==> src/rtl/riscv_seq_pkg.sv <==
// rtl/riscv_seq_pkg.sv - shared types and constants for the multi-cycle sequencer
// State encoding, the NOP word loaded on reset and default parameter values.
package riscv_seq_pkg;

  typedef enum logic [2:0] {
    ST_FETCH = 3'd0,
    ST_EXEC  = 3'd1,
    ST_MEM   = 3'd2,
    ST_WB    = 3'd3,
    ST_HOLD  = 3'd4,
    ST_FAULT = 3'd5
  } seq_state_e;

  localparam logic [31:0] NOP_INSTR      = 32'h00000013;
  localparam int          XLEN_DEF       = 32;
  localparam int          ADDR_W_DEF     = 32;
  localparam int          CNT_W_DEF      = 32;
  localparam int          TIMEOUT_DEF    = 255;

endpackage

==> src/rtl/riscv_multicycle_seq_if.sv <==
// rtl/riscv_multicycle_seq_if.sv - shared instruction/data memory bus with req/ack handshake
// The master (sequencer) owns the request fields; the slave (memory) answers with ack/rdata.
interface riscv_multicycle_seq_if
  import riscv_seq_pkg::*;
#(
  parameter int XLEN   = XLEN_DEF,
  parameter int ADDR_W = ADDR_W_DEF
);

  logic              bus_req;
  logic              bus_we;
  logic [ADDR_W-1:0] bus_addr;
  logic [XLEN-1:0]   bus_wdata;
  logic              bus_ack;
  logic [XLEN-1:0]   bus_rdata;

  modport master (
    output bus_req, bus_we, bus_addr, bus_wdata,
    input  bus_ack, bus_rdata
  );

  modport slave (
    input  bus_req, bus_we, bus_addr, bus_wdata,
    output bus_ack, bus_rdata
  );

endinterface

==> src/rtl/riscv_bus_port.sv <==
// rtl/riscv_bus_port.sv - request register and ack/timeout detection for the shared bus
// Wait-limit watchdog is compiled in with RISCV_SEQ_BUS_TIMEOUT_EN.
module riscv_bus_port
  import riscv_seq_pkg::*;
#(
  parameter int XLEN           = XLEN_DEF,
  parameter int ADDR_W         = ADDR_W_DEF,
  parameter int TIMEOUT_CYCLES = TIMEOUT_DEF
) (
  input  logic                 clk,
  input  logic                 reset,
  input  logic                 start,
  input  logic                 we,
  input  logic [ADDR_W-1:0]    addr,
  input  logic                 wdata_en,
  input  logic [XLEN-1:0]      wdata,
  output logic                 done,
  output logic                 timed_out,
  riscv_multicycle_seq_if.master bus
);

  logic              req_q, req_d;
  logic              we_q, we_d;
  logic [ADDR_W-1:0] addr_q, addr_d;
  logic [XLEN-1:0]   wdata_q, wdata_d;

  assign done = req_q & bus.bus_ack;

  always_comb begin
    req_d   = req_q;
    we_d    = we_q;
    addr_d  = addr_q;
    wdata_d = wdata_q;
    if (start) begin
      req_d  = 1'b1;
      we_d   = we;
      addr_d = addr;
      if (wdata_en) wdata_d = wdata;
    end else if (done || timed_out) begin
      req_d = 1'b0;
    end
  end

  always_ff @(posedge clk or negedge reset) begin
    if (!reset) begin
      req_q   <= 1'b0;
      we_q    <= 1'b0;
      addr_q  <= '0;
      wdata_q <= '0;
    end else begin
      req_q   <= req_d;
      we_q    <= we_d;
      addr_q  <= addr_d;
      wdata_q <= wdata_d;
    end
  end

`ifdef RISCV_SEQ_BUS_TIMEOUT_EN
  localparam int TW = $clog2(TIMEOUT_CYCLES + 1);
  logic [TW-1:0] wait_q, wait_d;

  // Limit is hit on the cycle the count would reach TIMEOUT_CYCLES; a same-cycle ack wins.
  assign timed_out = req_q & ~bus.bus_ack & (wait_q == TW'(TIMEOUT_CYCLES - 1));

  always_comb begin
    wait_d = wait_q;
    if (start) wait_d = '0;
    else if (req_q && !bus.bus_ack) wait_d = wait_q + TW'(1);
  end

  always_ff @(posedge clk or negedge reset) begin
    if (!reset) wait_q <= '0;
    else        wait_q <= wait_d;
  end
`else
  // Without the watchdog the limit parameter is inert.
  assign timed_out = 1'b0 & (TIMEOUT_CYCLES == 0);
`endif

  assign bus.bus_req   = req_q;
  assign bus.bus_we    = we_q;
  assign bus.bus_addr  = addr_q;
  assign bus.bus_wdata = wdata_q;

endmodule

==> src/rtl/riscv_multicycle_seq.sv <==
// rtl/riscv_multicycle_seq.sv - multi-cycle FETCH/EXEC/MEM/WB sequencer over one shared bus
// Bus-timeout fault is compiled in with RISCV_SEQ_BUS_TIMEOUT_EN; otherwise fault is 0.
module riscv_multicycle_seq
  import riscv_seq_pkg::*;
#(
  parameter int                XLEN           = XLEN_DEF,
  parameter int                ADDR_W         = ADDR_W_DEF,
  parameter logic [ADDR_W-1:0] RESET_PC       = '0,
  parameter int                CNT_W          = CNT_W_DEF,
  parameter int                TIMEOUT_CYCLES = TIMEOUT_DEF
) (
  input  logic                 clk,
  input  logic                 reset,
  riscv_multicycle_seq_if.master bus,
  output logic [31:0]          instr,
  output logic [ADDR_W-1:0]    instr_addr,
  input  logic [ADDR_W-1:0]    next_pc,
  input  logic [ADDR_W-1:0]    data_addr,
  input  logic [XLEN-1:0]      mem_write_data,
  input  logic                 should_read_mem,
  input  logic                 should_write_mem,
  input  logic                 should_write_reg,
  output logic [XLEN-1:0]      mem_read_data,
  output logic                 reg_write_en,
  input  logic                 halt,
  output logic [CNT_W-1:0]     instret,
  output logic                 fault
);

  seq_state_e        state_q, state_d;
  logic [ADDR_W-1:0] pc_q, pc_d;
  logic [31:0]       instr_q, instr_d;
  logic [XLEN-1:0]   rdata_q, rdata_d;
  logic              rwe_q, rwe_d;
  logic [CNT_W-1:0]  instret_q, instret_d;

  logic              bp_start, bp_we, bp_wdata_en, bp_done, bp_timed_out;
  logic [ADDR_W-1:0] bp_addr;

  riscv_bus_port #(
    .XLEN(XLEN), .ADDR_W(ADDR_W), .TIMEOUT_CYCLES(TIMEOUT_CYCLES)
  ) u_bus_port (
    .clk(clk), .reset(reset),
    .start(bp_start), .we(bp_we), .addr(bp_addr),
    .wdata_en(bp_wdata_en), .wdata(mem_write_data),
    .done(bp_done), .timed_out(bp_timed_out),
    .bus(bus)
  );

`ifdef RISCV_SEQ_BUS_TIMEOUT_EN
  logic fault_q, fault_d;
`endif

  // Requests are launched on the edge that enters FETCH/MEM so the bus sees them immediately.
  always_comb begin
    state_d     = state_q;
    pc_d        = pc_q;
    instr_d     = instr_q;
    rdata_d     = rdata_q;
    rwe_d       = 1'b0;
    instret_d   = instret_q;
    bp_start    = 1'b0;
    bp_we       = 1'b0;
    bp_addr     = pc_q;
    bp_wdata_en = 1'b0;
`ifdef RISCV_SEQ_BUS_TIMEOUT_EN
    fault_d     = fault_q;
`endif
    case (state_q)
      ST_FETCH: begin
        if (!bus.bus_req) begin
          bp_start = 1'b1;
        end else if (bp_done) begin
          instr_d = bus.bus_rdata[31:0];
          state_d = ST_EXEC;
        end else if (bp_timed_out) begin
          state_d = ST_FAULT;
`ifdef RISCV_SEQ_BUS_TIMEOUT_EN
          fault_d = 1'b1;
`endif
        end
      end
      ST_EXEC: begin
        if (should_write_mem || should_read_mem) begin
          bp_start    = 1'b1;
          bp_we       = should_write_mem;
          bp_addr     = data_addr;
          bp_wdata_en = 1'b1;
          state_d     = ST_MEM;
        end else begin
          rwe_d   = should_write_reg;
          state_d = ST_WB;
        end
      end
      ST_MEM: begin
        if (bp_done) begin
          if (!bus.bus_we) rdata_d = bus.bus_rdata;
          rwe_d   = should_write_reg;
          state_d = ST_WB;
        end else if (bp_timed_out) begin
          state_d = ST_FAULT;
`ifdef RISCV_SEQ_BUS_TIMEOUT_EN
          fault_d = 1'b1;
`endif
        end
      end
      ST_WB: begin
        pc_d      = next_pc;
        instret_d = instret_q + CNT_W'(1);
        if (halt) begin
          state_d = ST_HOLD;
        end else begin
          bp_start = 1'b1;
          bp_addr  = next_pc;
          state_d  = ST_FETCH;
        end
      end
      ST_HOLD: begin
        if (!halt) begin
          bp_start = 1'b1;
          state_d  = ST_FETCH;
        end
      end
      ST_FAULT: ;
      default: state_d = ST_FETCH;
    endcase
  end

  always_ff @(posedge clk or negedge reset) begin
    if (!reset) begin
      state_q   <= ST_FETCH;
      pc_q      <= RESET_PC;
      instr_q   <= NOP_INSTR;
      rdata_q   <= '0;
      rwe_q     <= 1'b0;
      instret_q <= '0;
    end else begin
      state_q   <= state_d;
      pc_q      <= pc_d;
      instr_q   <= instr_d;
      rdata_q   <= rdata_d;
      rwe_q     <= rwe_d;
      instret_q <= instret_d;
    end
  end

`ifdef RISCV_SEQ_BUS_TIMEOUT_EN
  always_ff @(posedge clk or negedge reset) begin
    if (!reset) fault_q <= 1'b0;
    else        fault_q <= fault_d;
  end
  assign fault = fault_q;
`else
  assign fault = 1'b0;
`endif

  assign instr         = instr_q;
  assign instr_addr    = pc_q;
  assign mem_read_data = rdata_q;
  assign reg_write_en  = rwe_q;
  assign instret       = instret_q;

endmodule

==> src/flat_wrapper.sv <==
// flat-port wrapper written by rule: the top's interface ports become plain ports
module riscv_multicycle_seq_flat import riscv_seq_pkg::*;
#(
  parameter int                XLEN           = XLEN_DEF,
  parameter int                ADDR_W         = ADDR_W_DEF,
  parameter logic [ADDR_W-1:0] RESET_PC       = '0,
  parameter int                CNT_W          = CNT_W_DEF,
  parameter int                TIMEOUT_CYCLES = TIMEOUT_DEF
)
  (clk, reset, instr, instr_addr, next_pc, data_addr, mem_write_data, should_read_mem, should_write_mem, should_write_reg, mem_read_data, reg_write_en, halt, instret, fault, bus_bus_req, bus_bus_we, bus_bus_addr, bus_bus_wdata, bus_bus_ack, bus_bus_rdata);
  riscv_multicycle_seq_if #(.XLEN(XLEN), .ADDR_W(ADDR_W)) bus_i ();
  input  logic clk;
  input  logic reset;
  output logic [31:0] instr;
  output logic [ADDR_W-1:0] instr_addr;
  input  logic [ADDR_W-1:0] next_pc;
  input  logic [ADDR_W-1:0] data_addr;
  input  logic [XLEN-1:0] mem_write_data;
  input  logic should_read_mem;
  input  logic should_write_mem;
  input  logic should_write_reg;
  output logic [XLEN-1:0] mem_read_data;
  output logic reg_write_en;
  input  logic halt;
  output logic [CNT_W-1:0] instret;
  output logic fault;
  output wire logic [$bits(bus_i.bus_req)-1:0] bus_bus_req;
  output wire logic [$bits(bus_i.bus_we)-1:0] bus_bus_we;
  output wire logic [$bits(bus_i.bus_addr)-1:0] bus_bus_addr;
  output wire logic [$bits(bus_i.bus_wdata)-1:0] bus_bus_wdata;
  input wire logic [$bits(bus_i.bus_ack)-1:0] bus_bus_ack;
  input wire logic [$bits(bus_i.bus_rdata)-1:0] bus_bus_rdata;
  assign bus_bus_req = bus_i.bus_req;
  assign bus_bus_we = bus_i.bus_we;
  assign bus_bus_addr = bus_i.bus_addr;
  assign bus_bus_wdata = bus_i.bus_wdata;
  assign bus_i.bus_ack = bus_bus_ack;
  assign bus_i.bus_rdata = bus_bus_rdata;
  riscv_multicycle_seq #(.XLEN(XLEN), .ADDR_W(ADDR_W), .RESET_PC(RESET_PC), .CNT_W(CNT_W), .TIMEOUT_CYCLES(TIMEOUT_CYCLES)) u_core (.clk(clk), .reset(reset), .bus(bus_i), .instr(instr), .instr_addr(instr_addr), .next_pc(next_pc), .data_addr(data_addr), .mem_write_data(mem_write_data), .should_read_mem(should_read_mem), .should_write_mem(should_write_mem), .should_write_reg(should_write_reg), .mem_read_data(mem_read_data), .reg_write_en(reg_write_en), .halt(halt), .instret(instret), .fault(fault));
endmodule
==> config.mk <==
export PLATFORM = sky130hd
export DESIGN_NAME = riscv_multicycle_seq_flat
export DESIGN_NICKNAME = d
export VERILOG_FILES = /design/src/rtl/riscv_seq_pkg.sv /design/src/rtl/riscv_multicycle_seq_if.sv /design/src/rtl/riscv_bus_port.sv /design/src/rtl/riscv_multicycle_seq.sv /design/src/flat_wrapper.sv
export SDC_FILE = /design/constraint.sdc
export NUM_CORES = 1
export LEC_CHECK = 0
export ABC_CLOCK_PERIOD_IN_PS = 2600
export CAP_MARGIN = 10
export CORE_UTILIZATION = 44
export DETAILED_ROUTE_END_ITERATION = 10
export HOLD_SLACK_MARGIN = 0.06
export PLACE_DENSITY = 0.81
export SLEW_MARGIN = 5
export SYNTH_ARGS = -nofsm -noshare
export SYNTH_HDL_FRONTEND = slang
export SYNTH_HIERARCHICAL = 1
export SYNTH_SLANG_ARGS = --single-unit
==> constraint.sdc <==
create_clock -name clk -period 2.6 [get_ports clk]
set_input_delay 0.26 -clock clk [delete_from_list [all_inputs] [get_ports clk]]
set_output_delay 0.26 -clock clk [all_outputs]
set_load 0.05 [all_outputs]
Word level (Yosys, flattened, before mapping)
Index checks and enable logic that the tools add are counted.
Storage, ports and cells
  register bits: 198
  logic and storage cells: 53
Operators by class
  $add $sub $neg: 1
  eq/ne operators: 9
  multiplexer cells: 22
  bitwise logic cells: 3
  reductions and logical operators: 8
Operators with widths (count)
  $mux W32: 2
  $pmux W32 S2: 1
  $add A32 B1 Y32 const B: 1
  $pmux W3 S6: 1
  $mux W3: 5
  $mux W1: 11
  $eq A3 B2 Y1 const B: 2
  $eq A3 B3 Y1 const B: 2
  $reduce_and A3 Y1: 2
  $reduce_and A5 Y1: 1
  $ne A2 B1 Y1 const B: 2
  $ne A2 B2 Y1 const B: 2
  $eq A3 B1 Y1 const B: 1
  $logic_not A3 Y1: 1
  $pmux W1 S3: 1
  $not A1 Y1: 2
  $pmux W1 S2: 1
  $reduce_and A2 Y1: 1
  $reduce_bool A2 Y1: 1
  $reduce_or A2 Y1: 1
  $and A1 B1 Y1: 1
  $logic_or A1 B1 Y1: 1

Longest topological paths before layout
  word-level depth: 4
  mapped depth: 8
  depth with buffers taken out: 6

Cells and area by module
Netlist, hierarchy kept.
By module, submodules not included
  riscv_multicycle_seq: times used 1, cells an instance 547, area each 5876.9 um2, sequential area each 3306.9 um2
  riscv_bus_port: times used 1, cells an instance 144, area each 2597.5 um2, sequential area each 1651.6 um2

Worst setup path before layout
OpenSTA, ideal clock, no wires.
  path type: flip-flop to flip-flop
  from: register u_core.u_bus_port.req_q, in the netlist u_core/u_bus_port/bus.bus_req
  to: register u_core.rdata_q[10], in the netlist u_core/mem_read_data[10]
  data arrival time: 2008 ps
  setup slack: 467 ps
  cell stages (with the launch flop): 8
  clock period less this slack: 2133 ps
  cells stage by stage: dfrtp_1 and2_1 inv_1 nor2_1 and4bb_2 clkbuf_1 buf_2 mux2_2
Between the ends
  word-level cells in the longest chain between the ends: 2
RTL lines
  start, declared: RTL line riscv_bus_port.sv:22  | logic req_q, req_d;
  start signal, assigned: RTL line riscv_bus_port.sv:51  | req_q <= req_d;
  $and A1 B1 Y1: RTL line riscv_bus_port.sv:27  | assign done = req_q & bus.bus_ack;
  net u_core.bp_done: RTL line riscv_multicycle_seq.sv:37  | logic bp_start, bp_we, bp_wdata_en, bp_done, bp_timed_out;
  $reduce_and A3 Y1 (no source line)
  end signal, assigned: RTL line riscv_multicycle_seq.sv:141  | rdata_q <= rdata_d;
  end, declared: RTL line riscv_multicycle_seq.sv:33  | logic [XLEN-1:0] rdata_q, rdata_d;
The timed path passes the listed nets, and every way through them passes these cells.
A chain may end at the register's enable or synchronous reset.

Worst setup path in the final report
  from: register u_core.state_q[0]
  to: register u_core.u_bus_port.addr_q[22], in the netlist u_core/u_bus_port/bus.bus_addr[22]
Between the ends
  word-level cells in the longest chain between the ends: 3
  elaborated cells between the ends (all ways): 7
  those cells by class: 3 x eq/ne; 2 x mux; 2 x reduce/logical
RTL lines
  start, declared: RTL line riscv_multicycle_seq.sv:30  | seq_state_e state_q, state_d;
  start signal, assigned: RTL line riscv_multicycle_seq.sv:138  | state_q <= state_d;
  $eq A3 B2 Y1 / $eq A3 B3 Y1 (equally long branches): RTL line riscv_multicycle_seq.sv:69  | case (state_q)
  $reduce_or A2 Y1 (no source line)
  $pmux W1 S3 (*): RTL line riscv_multicycle_seq.sv:69
  net u_core.bp_start: RTL line riscv_multicycle_seq.sv:37
  end signal, assigned: RTL line riscv_bus_port.sv:53  | addr_q <= addr_d;
  end, declared: RTL line riscv_bus_port.sv:24  | logic [ADDR_W-1:0] addr_q, addr_d;
The timed path passes the listed nets; every way through them passes the cells marked *.

==> impl_results.md <==
- Initial core utilization: 45.2%
- Sink Count: 198
- Routed wire length: 23,100 um
- CTS tree: yes
- Number of fill cells in the layout: 1,379
- GR Overflow Total: 0
- Synth Net Count: 827
- Largest net degree at the start of global routing: 62
- Post-route ant nets: 0
- Leakage power: 5.72 nW
- Reg power frac: 28.5%
- Async SR Flop Fraction: 100%
- Status: completed
- Syn_area_per_cell: 12.3 sq um
- Synth top area cells: dfrtp_1, mux2_2, nand2_1
- # rows: 50
- Total CTS buffers: 17
- RSZ-0062 raised after global routing: false
- First-pass GRT wire length: ~36,000 um
- Clock root cell: clkbuf_16
- Max-cap violations: 0
- Critical-path top delay cell: dfrtp_1
- Fin cells: 1,269
- Setup crit end kind: flip-flop
- Final Instance Area: 0.0127 sq mm
- Most frequent cell after synthesis: dfrtp_1
- Max Buffers Root-to-Sink: 2
- Synthesized cell area: 0.00847 sq mm
- Fmax: 468 MHz
- Top FF cell, synth: dfrtp_1
- Req. time, crit path: 2.91 ns
- Vias in the first global route: about 6,600
- Yosys top cell by area: dfrtp_1
- Hold Crit Class: in -> reg
- Syn-to-layout area delta: 49.8%
- Reg2Reg Depth: 6
- Synth cell count leaders: dfrtp_1, nand2_1, mux2_2, a22oi_1, mux2_4
- First-iteration detailed-routing DRC count: 244
- Worst Setup SP: u_core/state_q[0]
- Final setup vio count: 0
- FF-to-FF Start: u_core/state_q[0]
- Comb pwr share: 57.9%
- Core area: around 0.019 sq mm
- GRT Total Usage: 23.7%
- Slew HR: 46.5%
- Port bufs: between 300 and 400
- Worst Tran Pin Value: 0.800 ns
- Arr. time, crit path: 2.45 ns
- Via count: 6,459
- Remaining DRCs: 0
- WL/cell: 18.2 um
- Crit path to: u_core/u_bus_port/bus.bus_addr[22]
- Switching Fraction: 47.2%
- Max Clock Skew: 0.0110 ns
- Total Neg Setup Slack: 0 ns
- Max-slew violations: 0
- Worst IR Drop VDD: around 0.0010 V
- Int Pwr: 9.83 mW
- Post-cts repair resize count: 0
- Top cell type's share of synthesized area: 57.6%
- Capturing point of the worst reg2reg path: u_core/u_bus_port/bus.bus_addr[22]
- WL met1: 9280 um
- Number of synthesized register bits: 198
- Worst path max stage delay: around 0.51 ns
- Setup crit start kind: flip-flop
- Hold Vio Cnt, Final: 0
- Hpwl dp: 16,500 um
- Reg2reg setup slack: 0.46 ns
- Nets: 1,157
- Clock share of power: a little over an eighth
- Synth warn: 6
- Ports: 331
- Kind of critical path: reg -> reg
- Cell Area, Placed: 0.0121 sq mm
- DR WL met3: around 1700 um
- Seq/Total Area, Yosys: 58.5%
- Clock Latency Late Sink: 0.43 ns
- Vias per cell: around 5
- Mapped Cells: 691
- Crit path cell chain: nor2b_1 > a211oi_1 > a31oi_1 > o32ai_4 > buf_4 > mux2_2
- Dpl cells: 1,235
- Die height: 141 um
- Reg clk slew, reported paths: about 0.08 ns
- Final Critical Period: 2.14 ns
- Pwr dens: about 1500 mW/mm^2
- DIE AREA: between 0.015 and 0.02 sq mm
- Drt pass-1 iters: 5
- Max FO, Critical Path: 34
- Initial antenna violation count: 0
- Top layer in use: met4
- CTS H-tree lvls: 4
- Distinct cells, synth: 47
- Layout cells sized above 1: 18.8%
- Tcrit/Tclk final: 82.2%
- Chip Width: 141 um
- Metal2 WL: 11,600 um
- P_sw: roughly 9 mW
- Placer Congestion: 0.833
- Post-CTS Setup Inserts: 0
- Number of synthesized flops with an enable pin: 0
[cells by family (layout without fill, tap and decap cells)]
kind of cell / after synthesis / after routing / synth area share [%]
and+or+nand+nor: 243 / 243 / 13.2
muxes: 129 / 129 / 18.5
DFF: 198 / 198 / 58.5
AOI/OAI and AO/OA: 45 / 45 / 3.85
other: 2 / 3 / 0.0886
xor gates and xnor gates: 31 / 31 / 3.20
buffers and inverters: 42 / 385 / 2.50
adders and majority gates: 1 / 1 / 0.148
[registers in the layout (all words and copies together) (netlist names)]
signal	cells
u_core/state_q	3
u_core/u_bus_port/bus.bus_we	1
u_core/u_bus_port/bus.bus_req	1
u_core/u_bus_port/bus.bus_addr	32
u_core/instr_addr	32
u_core/u_bus_port/bus.bus_wdata	32
u_core/instret	32
u_core/mem_read_data	32
u_core/instr	32
u_core/reg_write_en	1
[cell usage in the layout, fill, tap and decap left out, types with 3 or more instances in the layout]
| cell | instances |
|---|---|
| dfstp_2 | 3 |
| a22oi_1 | 33 |
| clkinvlp_4 | 3 |
| xor2_1 | 9 |
| and2_1 | 4 |
| nand4_1 | 13 |
| buf_4 | 13 |
| inv_1 | 4 |
| nor3_1 | 3 |
| inv_8 | 3 |
| dfrtp_1 | 195 |
| mux2_2 | 98 |
| clkbuf_16 | 17 |
| nor2_1 | 9 |
| xnor2_1 | 22 |
| nand2_1 | 173 |
| clkdlybuf4s50_1 | 328 |
| and4_1 | 4 |
| buf_12 | 6 |
| inv_6 | 4 |
| mux2_4 | 30 |
| nor2b_1 | 3 |
| nand3_1 | 10 |
| and3_1 | 7 |
| clkbuf_8 | 3 |
[metrics by stage]
| step | power, mW | setup WS [ns] | util, % | hold slack (ns) |
|---|---|---|---|---|
| finish | 18.6 | 0.463 | 67.7 | 0.379 |
| global route | 19.4 | 0.344 | 67.6 | 0.373 |
| CTS | 18.7 | 0.468 | 67.6 | 0.362 |
| detailed placement | 16.2 | 0.175 | 64.6 | 0.284 |
| global placement | 16.0 | 0.221 | 64.6 | 0.282 |
| floorplan | 12.4 | 0.467 | - | -0.0356 |
[power by group through the flow]
| stage | Combinational [mW] | Sequential [mW] | Clock (mW) |
|---|---|---|---|
| 3_5_place_dp | 10.8 | 5.35 | 0 |
| 3_3_place_gp | 10.7 | 5.27 | 0 |
| 6_report | 10.8 | 5.30 | 2.53 |
| 5_1_grt | 11.2 | 5.47 | 2.73 |
| 2_1_floorplan | 2.69 | 9.72 | 0 |
| 4_1_cts | 10.8 | 5.31 | 2.60 |
[routing by layer]
| layer | up-vias | track usage, % |
|---|---|---|
| li1 | 3030 | - |
| met1 | 3135 | 29.4 |
| met2 | 263 | 39.8 |
| met3 | 31 | 6.93 |
| met4 | 0 | 7.84 |
| met5 | - | 0 |
[critical path: cells and delay by family (launching register included)]
kind	cells	cell delay [ns]
flops	1	0.51
simple gates	1	0.12
mux	1	0.39
buf+inv	1	0.46
compound gates	3	0.52
[layout make-up]
cell class,count,area [sq um],share of cell area (%)
Sequential cell,198,4960,39.0
Timing Repair Buffer,349,3520,27.8
Tap cell,234,293,2.31
Clock inverter,13,110,0.867
Clock buffer,19,453,3.57
Inverter,4,15.0,0.118
Multi-Input combinational cell,451,3340,26.3
Antenna cell,1,2.50,0.0197
[timing repair]
item	4_1_cts	5_1_grt
endpoints found under the hold margin	56	0
endpoints found under the setup margin	0	0
hold buffers	1	0
[worst min-delay path by stage]
stage	start	slack [ns]	cells after the start	end
after floorplan	reset	-0.04	0	u_core/instr[10]
after global placement	reset	0.28	1	u_core/instret[31]
after detailed placement	reset	0.28	1	u_core/instret[31]
after CTS	next_pc[13]	0.36	3	u_core/instr_addr[13]
after global routing	next_pc[17]	0.37	3	u_core/instr_addr[17]
final	next_pc[16]	0.38	3	u_core/instr_addr[16]
No activity file was read; power rests on OpenSTA's default activity.
